==> src/rtl/router_pkt_reg.sv <==
// Datapath register stage of the 1x3 router: header latch, FIFO byte forwarding
// with a one-byte hold slot for FIFO-full stalls, and running XOR parity check.
module router_pkt_reg #(
    parameter int DATA_WIDTH = 8
) (
    input  logic                  clock,
    input  logic                  resetn,
    input  logic                  pkt_valid,
    input  logic [DATA_WIDTH-1:0] data_in,
    input  logic                  fifo_full,
    input  logic                  detect_add,
    input  logic                  lfd_state,
    input  logic                  ld_state,
    input  logic                  laf_state,
    input  logic                  full_state,
    input  logic                  rst_int_reg,
    output logic [DATA_WIDTH-1:0] dout,
    output logic                  parity_done,
    output logic                  low_pkt_valid,
    output logic                  err
);

    logic [DATA_WIDTH-1:0] dout_reg;
    logic [DATA_WIDTH-1:0] header_byte_reg;
    logic [DATA_WIDTH-1:0] hold_byte_reg;
    logic [DATA_WIDTH-1:0] int_parity_reg;
    logic [DATA_WIDTH-1:0] pkt_parity_reg;
    logic                  parity_done_reg;
    logic                  low_pkt_valid_reg;
    logic                  err_reg;

    // Address 3 is not a valid destination, so such a header never replaces the latched one.
    logic header_load;
    assign header_load = detect_add && pkt_valid && (data_in[1:0] != 2'b11);

    always_ff @(posedge clock) begin
        if (!resetn) begin
            dout_reg          <= '0;
            header_byte_reg   <= '0;
            hold_byte_reg     <= '0;
            int_parity_reg    <= '0;
            pkt_parity_reg    <= '0;
            parity_done_reg   <= 1'b0;
            low_pkt_valid_reg <= 1'b0;
            err_reg           <= 1'b0;
        end else begin
            if (header_load)
                header_byte_reg <= data_in;

            if (lfd_state)
                dout_reg <= header_byte_reg;
            else if (ld_state && !fifo_full)
                dout_reg <= data_in;
            else if (ld_state && fifo_full)
                hold_byte_reg <= data_in;
            else if (laf_state)
                dout_reg <= hold_byte_reg;

            // The byte parked in hold_byte is accumulated here, not again when replayed.
            if (detect_add)
                int_parity_reg <= '0;
            else if (lfd_state)
                int_parity_reg <= int_parity_reg ^ header_byte_reg;
            else if (ld_state && pkt_valid && !full_state)
                int_parity_reg <= int_parity_reg ^ data_in;

            if (detect_add)
                pkt_parity_reg <= '0;
            else if (ld_state && !pkt_valid)
                pkt_parity_reg <= data_in;

            if (rst_int_reg)
                low_pkt_valid_reg <= 1'b0;
            else if (ld_state && !pkt_valid)
                low_pkt_valid_reg <= 1'b1;

            if (detect_add)
                parity_done_reg <= 1'b0;
            else if ((ld_state && !fifo_full && !pkt_valid) ||
                     (laf_state && low_pkt_valid_reg && !parity_done_reg))
                parity_done_reg <= 1'b1;

            if (detect_add)
                err_reg <= 1'b0;
            else if (rst_int_reg)
                err_reg <= (int_parity_reg != pkt_parity_reg);
        end
    end

    assign dout          = dout_reg;
    assign parity_done   = parity_done_reg;
    assign low_pkt_valid = low_pkt_valid_reg;
    assign err           = err_reg;

endmodule

==> config.mk <==
export PLATFORM = sky130hd
export DESIGN_NAME = router_pkt_reg
export DESIGN_NICKNAME = d
export VERILOG_FILES = /design/src/rtl/router_pkt_reg.sv
export SDC_FILE = /design/constraint.sdc
export NUM_CORES = 1
export LEC_CHECK = 0
export CORE_MARGIN = 3
export CORE_UTILIZATION = 53
export CTS_CLUSTER_DIAMETER = 150
export CTS_CLUSTER_SIZE = 14
export DETAILED_ROUTE_END_ITERATION = 8
export GPL_ROUTABILITY_DRIVEN = 0
export PLACE_DENSITY = 0.79
export SYNTH_ARGS = -nofsm -noshare
export SYNTH_HDL_FRONTEND = slang
export SYNTH_SLANG_ARGS = --single-unit
==> constraint.sdc <==
create_clock -name clock -period 1.23 [get_ports clock]
set_input_delay 0.123 -clock clock [delete_from_list [all_inputs] [get_ports clock]]
set_output_delay 0.123 -clock clock [all_outputs]
set_load 0.05 [all_outputs]
======== Yosys cells after proc, flatten, opt, wreduce, memory -nomap -nowiden ========
Index checks and enable logic that the tools add are counted.
word-level totals
  input bits .............................. 18
  word-level logic and storage cells ...... 43
  bits in registers ....................... 43
  output and inout bits ................... 11
operators by class
  reductions and logical operators ........ 21
  equal/unequal tests ..................... 3
  bitwise logic cells ..................... 5
  multiplexer cells ....................... 6
operator list
  operator              count
  $mux W8               6
  $xor A8 B8 Y8         2
  $logic_and A1 B1 Y1   10
  $ne A8 B8 Y1          1
  $logic_not A1 Y1      4
  $reduce_or A2 Y1      2
  $ne A3 B2 Y1 const B  1
  $not A1 Y1            3
  $reduce_and A3 Y1     1
  $reduce_bool A3 Y1    1
  $ne A2 B2 Y1 const B  1
  $reduce_and A2 Y1     1
  $reduce_bool A2 Y1    1
  $logic_or A1 B1 Y1    1

======== Depth between registers and ports, before layout ========
Gate-level depths: netlist (run 1).
  word-level depth ........................ 4
  depth in mapped cells ................... 5
  gate-level depth less buffers ........... 4

======== Worst setup path after synthesis (run 1) ========
OpenSTA, ideal clock, no wires.
  path type ............................... input to register
  from .................................... input port ld_state
  to ...................................... register dout_reg[0], in the netlist dout[0]
  library setup time ...................... 0.131 ns
  stages on the path ...................... 5
  path buffers ............................ 1
  setup slack ............................. 0.196 ns
  required time ........................... 1.099 ns
  arrival time ............................ 0.903 ns
  cells stage by stage .................... nor2b_4 buf_6 mux2_2 mux2i_1 o21ai_0
between the ends
  longest elaborated chain between the ends .. 3
  elaborated cells between the ends (all ways) .. 7
  classes of those cells .................. eq/ne: 1; mux: 2; reduce/logical: 4
RTL lines
  what                                                    RTL line  source
  start: declaration                                      13        input logic ld_state,
  $logic_and A1 B1 Y1, on equally long branches           54, 52
  $ne A3 B2 Y1 (no line), or another cell as far along    n/a
  $reduce_and A2 Y1 (no line) or $mux W8 (tied branches)  n/a
  end signal: assignment                                  51        dout_reg <= header_byte_reg;
  end signal: assignment                                  53        dout_reg <= data_in;
  end signal: assignment                                  57        dout_reg <= hold_byte_reg;
  end: declaration                                        23        logic [DATA_WIDTH-1:0] dout_reg;
Parallel ways exist; a longest one is shown, timed or not.
A chain may end at the register's enable or synchronous reset.

======== Final worst setup path (run 1) ========
  from .................................... input port lfd_state
  to ...................................... register int_parity_reg[4]
between the ends
  longest elaborated chain between the ends .. 1
  elaborated cells between the ends (all ways) .. 2
  classes of those cells .................. mux: 1; reduce/logical: 1
RTL lines
  what                                           RTL line  source
  start: declaration                             12        input logic lfd_state,
  $mux W8 or $reduce_bool A2 Y1 (tied branches)  n/a
  end signal: assignment                         63        int_parity_reg <= int_parity_reg ^ header_byte_reg;
  end signal: assignment                         65        int_parity_reg <= int_parity_reg ^ data_in;
  end: declaration                               26        logic [DATA_WIDTH-1:0] int_parity_reg;
Parallel ways exist; a longest one is shown, timed or not.

==> results.md, run 1 <==
* Critical path buffer and inverter count at 1
* Total GRT Usage at 0.208
* Critical Path Sink: int_parity_reg[4]$_SDFFE_PP0P_
* Post-route clock period utilization at 0.940
* FP Rows at 21
* Worst EP required at 1.49 ns
* Arrival @ worst endpoint at 1.42 ns
* I/O Pins at 29
* Port Buffer Count at 28
* Core area at 3420 um^2
* Crit path kind: in -> reg
* Clock insertion delay at the later pin of the skew report at 0.36 ns
* Largest stage delay on the critical path at 0.52 ns
* Status: complete, no violations
* R2r endpoint: err$_SDFFE_PP0P_
* CTS Hold Buffers Added at 0
* Global-route wire length before repair at 6.83 mm
* Slowest cell on crit path: clkdlybuf4s50_1
* Register bit count reported by yosys at 43
* Final Max Tran Viols at 0
* Slew headroom at 0.770
* Layout cell share with drive strength beyond 1 at 0.213
* Die area at 4370 um^2
* Final nets at 256
* # diodes at 0
* Setup_tns at 0 ns
* Setup Buffers After CTS at 0
* Initial antenna violation count at 0
* Die W at 66.1 um
* Largest net degree at the start of global routing at 14
* Tmin final at 1.16 ns
* CP Launch Type: input pin
* Layout Area Growth over Synthesis at 31.8%
* Worst Setup End Kind: flip-flop
* Final Util at 0.739
* Reg2reg setup slack at 0.21 ns
* Min-delay src: rst_int_reg
* Sequential fraction of the synthesis area at 0.450
* Total clock sinks at 43
* DRT Pass-1 Iters at 4
* Initial Util at 0.560
* Pwr dens at 1040 nW/um^2
* Mapped Area at 1910 um^2
* Die Y at 66.1 um
* Total power at 2620 uW
* Synth area leader: dfxtp_1
* Max VDD drop at 623 uV
* Distinct cells, synth at 31
* Avg Inst Size Synth at 9.92 um^2
* Final HPWL DP at 3.27 mm
* Worst-Margin Slew at 0.345 ns
* Vias in the first global route at 1523
* GRT overflow at 0
* Final hold vios at 0
* CP startpoint: lfd_state
* DRT antenna net count at 0
* Synth top area cells: dfxtp_1, mux2i_1, nor2b_1
* DRC Markers at 0
* Hold Path Class: in -> reg
* Synth warn at 0
* CTS tree: built
* Fmax achieved at 865 MHz
* Leak at 0.00106 uW
* Clock root buffer master: clkbuf_4
* CP delay by family, top: buffers and inverters
* Syn Nets at 211
* Max Root-Sink Buffers at 2
* CP cell instances: clkdlybuf4s50_1 -> and4bb_2 -> a22oi_1 -> xor2_1 -> nor2_1
* Detailed-route via count at 1498
* Max Clock Skew at 0.0146 ns
* Wirelength, routed at 4.17 mm
* WL/cell at 14.6 um
* DR vias/cell at 5.26
* Reg clk slew, reported paths at 0.13 ns
* Max Cap Viol at 0
* Reg-to-reg startpoint: int_parity_reg[3]$_SDFFE_PP0P_
* CTS HTree Levels at 2
* Max FO, Critical Path at 8
* Critical path depth at 5
* Num CTS Buffers at 5
* R2r worst-path depth at 4
* Top-area cell type share of the netlist area at 0.450
* Gate Count Post-Synth at 193
* Unrepaired setup endpoints after global routing: no
* Final setup viols at 0
* 1st-iter DRT viols at 62
power breakdown:
| group | switching [uW] | internal [uW] | total (uW) | leakage (uW) |
|---|---|---|---|---|
| Combinational | 223 | 249 | 472 | 0.000682 |
| Clock | 445 | 221 | 666 | 0.0000282 |
| Sequential | 39.2 | 1440 | 1480 | 0.000349 |
cells in the mapped netlist (all sizes together):
cell type / number
dfxtp: 43
nand2: 26
mux2i: 24
nor2b: 18
xor2: 11
nor2: 10
a21oi: 8
a22oi: 8
mux2: 8
o21ai: 8
buf: 5
clkbuf: 5
xnor2: 5
a221oi: 1
a31oi: 1
and2b: 1
and4bb: 1
inv: 1
nand2b: 1
nand3: 1
nand3b: 1
nand4: 1
nor3b: 1
nor4: 1
nor4b: 1
o21bai: 1
o31ai: 1
timing repair:
action | CTS | global route
resized for setup | 2 | 0
setup endpoints to repair | 8 | 0
endpoints found under the hold margin | 0 | 0
kinds of logic after synthesis:
kind of cell,share of synthesized area
simple gates,0.179
flops,0.450
mux,0.173
compound gates,0.0961
xor+xnor,0.0732
buf+inv,0.0294
worst min path at each step:
stage	endpoint	slack, ns	depth (start not counted)
final	low_pkt_valid$_SDFFE_PP0P_	0.36	2
after global routing	low_pkt_valid$_SDFFE_PP0P_	0.38	2
after global placement	pkt_parity_reg[7]$_SDFFE_PP0P_	0.46	2
after floorplan	low_pkt_valid$_SDFFE_PP0P_	0.20	1
after detailed placement	pkt_parity_reg[6]$_SDFFE_PP0P_	0.47	2
after CTS	low_pkt_valid$_SDFFE_PP0P_	0.36	2
final cells by class:
type | instances | area, um^2
fill | 248 | 892
inverter | 1 | 3.75
tap | 46 | 57.6
clock buffer | 6 | 41.3
clock inverter | 2 | 12.5
multi-input combinational | 139 | 997
timing repair buffer | 48 | 551
sequential | 43 | 861
stage by stage:
stage	setup slack [ns]	area, um^2	instances	hold slack, ns
3_5_place_dp	-0.455	2470	277	0.467
2_1_floorplan	0.196	1910	193	0.199
4_1_cts	0.0919	2520	285	0.356
5_1_grt	0.00459	2520	285	0.385
3_3_place_gp	-0.404	2470	277	0.457
6_report	0.0743	2520	285	0.365
layer usage:
layer  global-route usage  vias up  wire length (um)  part of all wire
met5                    0        -                 0                 0
met4               0.0914        0                78             0.019
met3               0.0476       10               200             0.048
met2                0.372       39              2160              0.52
met1                0.234      703              1730              0.41
li1                     -      746                 -                 -
layout by cell type, fill, tap and decap left out, types with 2 or more instances in the layout:
cell              n
nand2_1          26
nor2_1           10
clkbuf_4          5
nor2b_1          17
xnor2_1           5
clkdlybuf4s50_1  15
mux2i_1          24
a21oi_1           8
mux2_2            8
buf_12           12
buf_4            19
a22oi_1           8
dfxtp_1          43
dlygate4sd2_1     2
o21ai_0           7
xor2_1           11
Note: power is estimated with default switching activity, not from simulation.
==> inputs of run 2 (changes only) <==
CTS_CLUSTER_DIAMETER = 120   (was 150)
==> results of run 2 <==
The final DEF is identical to that of run 1; final timing and power are the same.
